[src/rtl/mat_mul_stream.sv]
// Streaming DIMxDIM signed matrix multiplier: loads A/B over s00_axis, computes R = A x B, streams R on m00_axis.
// Optional macro MAT_MUL_SAT_EN clamps each result element to the DATA_WIDTH signed range instead of wrapping.
module mat_mul_stream #(
   parameter int DIM_LOG    = 1,
   parameter int DATA_WIDTH = 32
) (
   input  logic                    s00_axi_aclk,
   input  logic                    s00_axi_aresetn,
   output logic                    s00_axis_tready,
   input  logic [DATA_WIDTH-1:0]   s00_axis_tdata,
   input  logic                    s00_axis_tlast,
   input  logic                    s00_axis_tvalid,
   output logic                    m00_axis_tvalid,
   output logic [DATA_WIDTH-1:0]   m00_axis_tdata,
   output logic [DATA_WIDTH/8-1:0] m00_axis_tstrb,
   output logic                    m00_axis_tlast,
   input  logic                    m00_axis_tready,
   input  logic                    sel,
   input  logic                    start,
   output logic                    busy,
   output logic                    done,
   output logic                    err
);
   localparam int DIM       = 2 ** DIM_LOG;
   localparam int SIZE      = DIM * DIM;
   localparam int SIZE_LOG  = 2 * DIM_LOG;
   localparam int ACC_WIDTH = 2 * DATA_WIDTH + DIM_LOG;
   localparam int IDX_W     = 3 * DIM_LOG;
   localparam int CNT_W     = IDX_W + 1;
   localparam logic [SIZE_LOG-1:0] LAST_IDX  = SIZE_LOG'(SIZE - 1);
   localparam logic [CNT_W-1:0]    CALC_LAST = CNT_W'(DIM * SIZE + 1);

   typedef enum logic [2:0] {S_IDLE, S_LOAD_A, S_LOAD_B, S_CALC, S_OUTPUT} state_t;

   state_t                        state;
   logic                          a_valid;
   logic [SIZE_LOG-1:0]           ld_cnt;
   logic [CNT_W-1:0]              calc_cnt;
   logic [SIZE_LOG-1:0]           out_cnt;
   logic [SIZE_LOG-1:0]           out_nxt;
   logic                          out_primed;

   logic [DATA_WIDTH-1:0]         a_mem [SIZE];
   logic [DATA_WIDTH-1:0]         b_mem [SIZE];
   logic [DATA_WIDTH-1:0]         r_mem [SIZE];

   logic signed [DATA_WIDTH-1:0]   a_rd, b_rd;
   logic signed [2*DATA_WIDTH-1:0] prod;
   logic signed [ACC_WIDTH-1:0]    prod_ext, acc, acc_base, acc_next;
   logic [DATA_WIDTH-1:0]          r_store;

   logic                 beat, a_we, b_we, acc_en;
   logic [IDX_W-1:0]     iss_idx, acc_idx;
   logic [DIM_LOG-1:0]   acc_k;
   logic [SIZE_LOG-1:0]  acc_elem, a_addr, b_addr;

   assign m00_axis_tstrb = '1;
   assign beat    = s00_axis_tvalid & s00_axis_tready;
   assign a_we    = s00_axi_aresetn & beat & (state == S_LOAD_A);
   assign b_we    = s00_axi_aresetn & beat & (state == S_LOAD_B);
   assign out_nxt = out_cnt + 1'b1;

   // Issue index = {i, j, k}; the accumulate stage trails it by the read and multiply registers.
   assign iss_idx  = calc_cnt[IDX_W-1:0];
   assign a_addr   = {iss_idx[IDX_W-1:SIZE_LOG], iss_idx[DIM_LOG-1:0]};
   assign b_addr   = {iss_idx[DIM_LOG-1:0], iss_idx[SIZE_LOG-1:DIM_LOG]};
   assign acc_idx  = iss_idx - IDX_W'(2);
   assign acc_k    = acc_idx[DIM_LOG-1:0];
   assign acc_elem = acc_idx[IDX_W-1:DIM_LOG];
   assign acc_en   = s00_axi_aresetn & (state == S_CALC) & (calc_cnt >= CNT_W'(2));
   assign prod_ext = {{DIM_LOG{prod[2*DATA_WIDTH-1]}}, prod};

`ifdef MAT_MUL_SAT_EN
   localparam logic signed [ACC_WIDTH-1:0] SAT_MAX =
      {{(ACC_WIDTH-DATA_WIDTH+1){1'b0}}, {(DATA_WIDTH-1){1'b1}}};
   localparam logic signed [ACC_WIDTH-1:0] SAT_MIN =
      {{(ACC_WIDTH-DATA_WIDTH+1){1'b1}}, {(DATA_WIDTH-1){1'b0}}};
`endif

   always_comb begin
      acc_base = (acc_k == '0) ? '0 : acc;
      acc_next = acc_base + prod_ext;
`ifdef MAT_MUL_SAT_EN
      if (acc_next > SAT_MAX)
         r_store = {1'b0, {(DATA_WIDTH-1){1'b1}}};
      else if (acc_next < SAT_MIN)
         r_store = {1'b1, {(DATA_WIDTH-1){1'b0}}};
      else
         r_store = acc_next[DATA_WIDTH-1:0];
`else
      r_store = acc_next[DATA_WIDTH-1:0];
`endif
   end

   always_ff @(posedge s00_axi_aclk) begin
      if (a_we) a_mem[ld_cnt] <= s00_axis_tdata;
      if (b_we) b_mem[ld_cnt] <= s00_axis_tdata;
      a_rd <= a_mem[a_addr];
      b_rd <= b_mem[b_addr];
      prod <= a_rd * b_rd;
      if (acc_en) begin
         acc <= acc_next;
         if (&acc_k) r_mem[acc_elem] <= r_store;
      end
   end

   always_ff @(posedge s00_axi_aclk) begin
      if (!s00_axi_aresetn) begin
         state           <= S_IDLE;
         a_valid         <= 1'b0;
         ld_cnt          <= '0;
         calc_cnt        <= '0;
         out_cnt         <= '0;
         out_primed      <= 1'b0;
         s00_axis_tready <= 1'b0;
         m00_axis_tvalid <= 1'b0;
         m00_axis_tdata  <= '0;
         m00_axis_tlast  <= 1'b0;
         busy            <= 1'b0;
         done            <= 1'b0;
         err             <= 1'b0;
      end else begin
         done <= 1'b0;
         case (state)
            S_IDLE: begin
               if (start) begin
                  err             <= 1'b0;
                  busy            <= 1'b1;
                  s00_axis_tready <= 1'b1;
                  ld_cnt          <= '0;
                  state           <= (sel && a_valid) ? S_LOAD_B : S_LOAD_A;
               end
            end
            S_LOAD_A, S_LOAD_B: begin
               if (beat) begin
                  // Framing is judged against the beat count; tlast never alters the load length.
                  if ((ld_cnt == LAST_IDX) != s00_axis_tlast) err <= 1'b1;
                  if (ld_cnt == LAST_IDX) begin
                     ld_cnt <= '0;
                     if (state == S_LOAD_A) begin
                        a_valid <= 1'b1;
                        state   <= S_LOAD_B;
                     end else begin
                        s00_axis_tready <= 1'b0;
                        calc_cnt        <= '0;
                        state           <= S_CALC;
                     end
                  end else begin
                     ld_cnt <= ld_cnt + 1'b1;
                  end
               end
            end
            S_CALC: begin
               if (calc_cnt == CALC_LAST) begin
                  out_cnt    <= '0;
                  out_primed <= 1'b0;
                  state      <= S_OUTPUT;
               end else begin
                  calc_cnt <= calc_cnt + 1'b1;
               end
            end
            S_OUTPUT: begin
               // First cycle prefetches R[0]; afterwards each handshake loads the next element.
               if (!out_primed) begin
                  out_primed      <= 1'b1;
                  m00_axis_tdata  <= r_mem[0];
                  m00_axis_tvalid <= 1'b1;
                  m00_axis_tlast  <= (SIZE == 1);
               end else if (m00_axis_tready) begin
                  if (out_cnt == LAST_IDX) begin
                     m00_axis_tvalid <= 1'b0;
                     m00_axis_tlast  <= 1'b0;
                     done            <= 1'b1;
                     busy            <= 1'b0;
                     state           <= S_IDLE;
                  end else begin
                     out_cnt        <= out_nxt;
                     m00_axis_tdata <= r_mem[out_nxt];
                     m00_axis_tlast <= (out_nxt == LAST_IDX);
                  end
               end
            end
            default: state <= S_IDLE;
         endcase
      end
   end
endmodule
[config.mk]
export PLATFORM = sky130hd
export DESIGN_NAME = mat_mul_stream
export DESIGN_NICKNAME = d
export VERILOG_FILES = /design/src/rtl/mat_mul_stream.sv
export SDC_FILE = /design/constraint.sdc
export NUM_CORES = 2
export LEC_CHECK = 0
export CAP_MARGIN = 20
export CORE_ASPECT_RATIO = 1.75
export CORE_MARGIN = 4
export CORE_UTILIZATION = 30
export DETAILED_ROUTE_END_ITERATION = 6
export PLACE_DENSITY_LB_ADDON = 0.12
export SYNTH_ARGS = -nofsm -noshare
export SYNTH_HDL_FRONTEND = slang
export SYNTH_SLANG_ARGS = --single-unit
[constraint.sdc]
create_clock -name s00_axi_aclk -period 22.4 [get_ports s00_axi_aclk]
set_clock_uncertainty 0.1 [all_clocks]
set_input_delay 4.48 -clock s00_axi_aclk [delete_from_list [all_inputs] [get_ports s00_axi_aclk]]
set_output_delay 4.48 -clock s00_axi_aclk [all_outputs]
set_load 0.005 [all_outputs]
==> results.toml <==
[setup_path]
slowest_delay_ps = 1010
start_kind = "register"
cp_slowest_cell = "dfxtp_1"
cp.required_ps = 22850
crit_arrival_ps = 8660
critPathKind = "register to register"
worstReg2RegStart = "b_rd[6]$_DFF_P_"
crit_top_cell = "fa_1"
cp_max_fo = 26
startpoint = "b_rd[6]$_DFF_P_"
crit_path_end_kind = "register"

[placement]
io_buffer_count = 76
pre_cts_slack_ps = 14000
place_congestion = 0.8514
hpwlAfterDp_um = 77130

[yosys]
synth-async-reset-ratio_pct = 0
synth_xor_area_share_pct = 2.790
yosysWarnings = 0
synth_compound_area_share_pct = 3.648
synth_top_area_share_pct = 33.44
synth_cell_type_count = 60
synthFlopType = "edfxtp_1"
synthAdderAreaFrac_pct = 28.28
synthCells = 3035
muxShareOfSynthArea_pct = 6.672
synth_area_leaders = "edfxtp_1 33%, fa_1 22%, dfxtp_1 7.9%, ha_1 6.4%, and2_1 6.3%"
seq_area_frac_synth_pct = 41.32
syn_area_um2 = 37350
yosys.area_share.simple_pct = 10.55
synth_top_area_cell = "edfxtp_1"
avgSynthCellArea_um2 = 12.31
ys_ff_latch = 563
synth_top_family_by_area = "adder cells"
synth-edff-count = 416

[layout]
nets = 3716
final_layout_size_suffix_gt1_share_pct = 8.133
area_growth_pct = 12.16
regArea_um2 = 15440
multi_input_area_um2 = 19470
n_fill_cell = 12240

[sta]
relSlewSlack_pct = 22.39
max_freq_mhz = 121.7
min_period_ps = 8217
rsz0062_at_grt = "no"
fin_ws_ps = 14180
period_share_pct = 36.68
worst_pin_slew_ps = 1156
holdWs_ps = 380.1
finalSetupTns_ps = 0
report.final.slew_viol_count = 0
final-hold-violation-count = 0
setup_violations = 0

[routing]
drc = 0
drt-vias-per-instance = 4.546
drtPass1Iterations = 4
drt-initial-drc-count = 824
num_vias = 21680
routedWlPerCell_um = 21.72
ant_nets = 0
wl_um = 103600

[clock_tree]
ctsHtreeMaxLevel = 2
cts_buffer_depth = 3
cts_resized = 0
clk-insertion-delay-late_ps = 690
cts_buffers = 55
clk_pin_slew_ps = 70
tritoncts = "yes"
hold_buffers = 0
cts_sinks = 563
cts_root_buf = "clkbuf_16"
post_cts_buffers = 0

[grt]
grt-ovfl-total = 0
antenna_found_initial = 2
grt_max_degree = 65
grt_pass1_vias = 25030
grt_first_pass_wirelength_um = 156900
grt_usage_pct = 16.27

[die]
die_w_um = 274.7
core_region_area_um2 = 123900
row_count = 171
die_h_um = 474.8
initial_core_util_pct = 30.15
io_pins = 81
die_area_um2 = 130400

[worst_hold_path]
min_from = "a_valid$_SDFFE_PN0P_"
min_path_type = "register to register"

[status]
status = "finished clean"

[job]
drv_cap = 0
[area by class of cell]
type                    instances  share of cell area [%]
well taps                    1643                   4.907
multi-input cells            1811                   46.47
flip-flops and latches        563                   36.86
repair buffers                119                   2.586
clock buffers                  71                   3.500
clock inverters                31                  0.9288
inverters                     528                   4.731
diodes                          3                 0.01792
[sequential cells by signal, indices dropped and copies added, names as in the netlist, 2 cells and up]
register,cells
a_mem,128
a_rd,32
acc,32
b_mem,128
b_rd,32
calc_cnt,4
ld_cnt,2
m00_axis_tdata,32
out_cnt,2
prod,32
r_mem,128
state,3
[kinds of logic (layout without fill, tap and decap cells)]
| group | after synthesis | count (layout) |
|---|---|---|
| simple gates | 755 | 755 |
| compound gates | 205 | 205 |
| xor+xnor | 119 | 119 |
| flops | 563 | 563 |
| other cells | 1 | 7 |
| fa+ha+maj | 599 | 599 |
| mux | 129 | 129 |
| buf+inv | 664 | 749 |
[stage by stage]
stage	utilization, %	cell area [um2]	std cells
floorplan	-	37360	3038
global placement	32.31	40030	4664
detailed placement	32.31	40030	4664
CTS	33.81	41890	4766
global route	33.81	41890	4767
finish	33.82	41890	4769
[path summary, 6_finish.rpt]
check                          to  slack (ps)  cells past startpoint
max              prod[29]$_DFF_P_       14180                     25
min          a_valid$_SDFFE_PN0P_         380                      1
min reg2reg  a_valid$_SDFFE_PN0P_         380                      1
max reg2reg      prod[29]$_DFF_P_       14180                     25
[per-layer routing]
layer	share of wire, %	GRT usage [%]
met3	2.1	1.530
met1	33	15.32
met5	0	0
met4	5.6	7.864
met2	59	33.94
[worst max-delay path, delay by kind of cell, from the launching register on]
| family | cells | cell delay, ps |
|---|---|---|
| flops | 1 | 1010 |
| fa+ha+maj | 9 | 4450 |
| buf+inv | 6 | 330 |
| simple gates | 5 | 830 |
| compound gates | 5 | 1410 |
[Yosys cell counts (all sizes together) (3+ instances only)]
cell type  instances
ha               190
clkbuf           121
xnor2             93
a21oi             70
mux4              96
dfxtp            147
o22ai              3
nor3b              3
a21boi             3
inv              528
o211ai             4
o21ai             28
nor3              11
nand2b             8
and3               8
a2111oi            3
o21a               7
buf               15
nand4              5
nand3b             4
and2             375
xor2              26
a21o              19
fa               409
o21bai             5
nor2b              9
nand2            227
a31oi              5
a211o              3
nor2              81
edfxtp           416
a211oi            41
mux2i             33
nand3             14
[cells in the final DEF (no fill, tap or decap), drive strengths merged, types with 7 or more instances in the layout]
master	synthesis	layout
and2	375	375
nor2	81	81
nor2b	9	9
xor2	26	26
mux4	96	96
inv	528	532
clkinv	0	19
edfxtp	416	416
clkdlybuf4s50	0	76
fa	409	409
nand2b	8	8
and3	8	8
a21o	19	19
nand3	14	14
nor3	11	11
a21oi	70	70
a211oi	41	41
o21a	7	7
ha	190	190
buf	15	43
nand2	227	227
o21ai	28	28
mux2i	33	33
clkbuf	121	71
dfxtp	147	147
xnor2	93	93
Power is left out: the tool's default activity adds up to more than one toggle a clock period on the data nets, which glitch-free logic cannot reach.
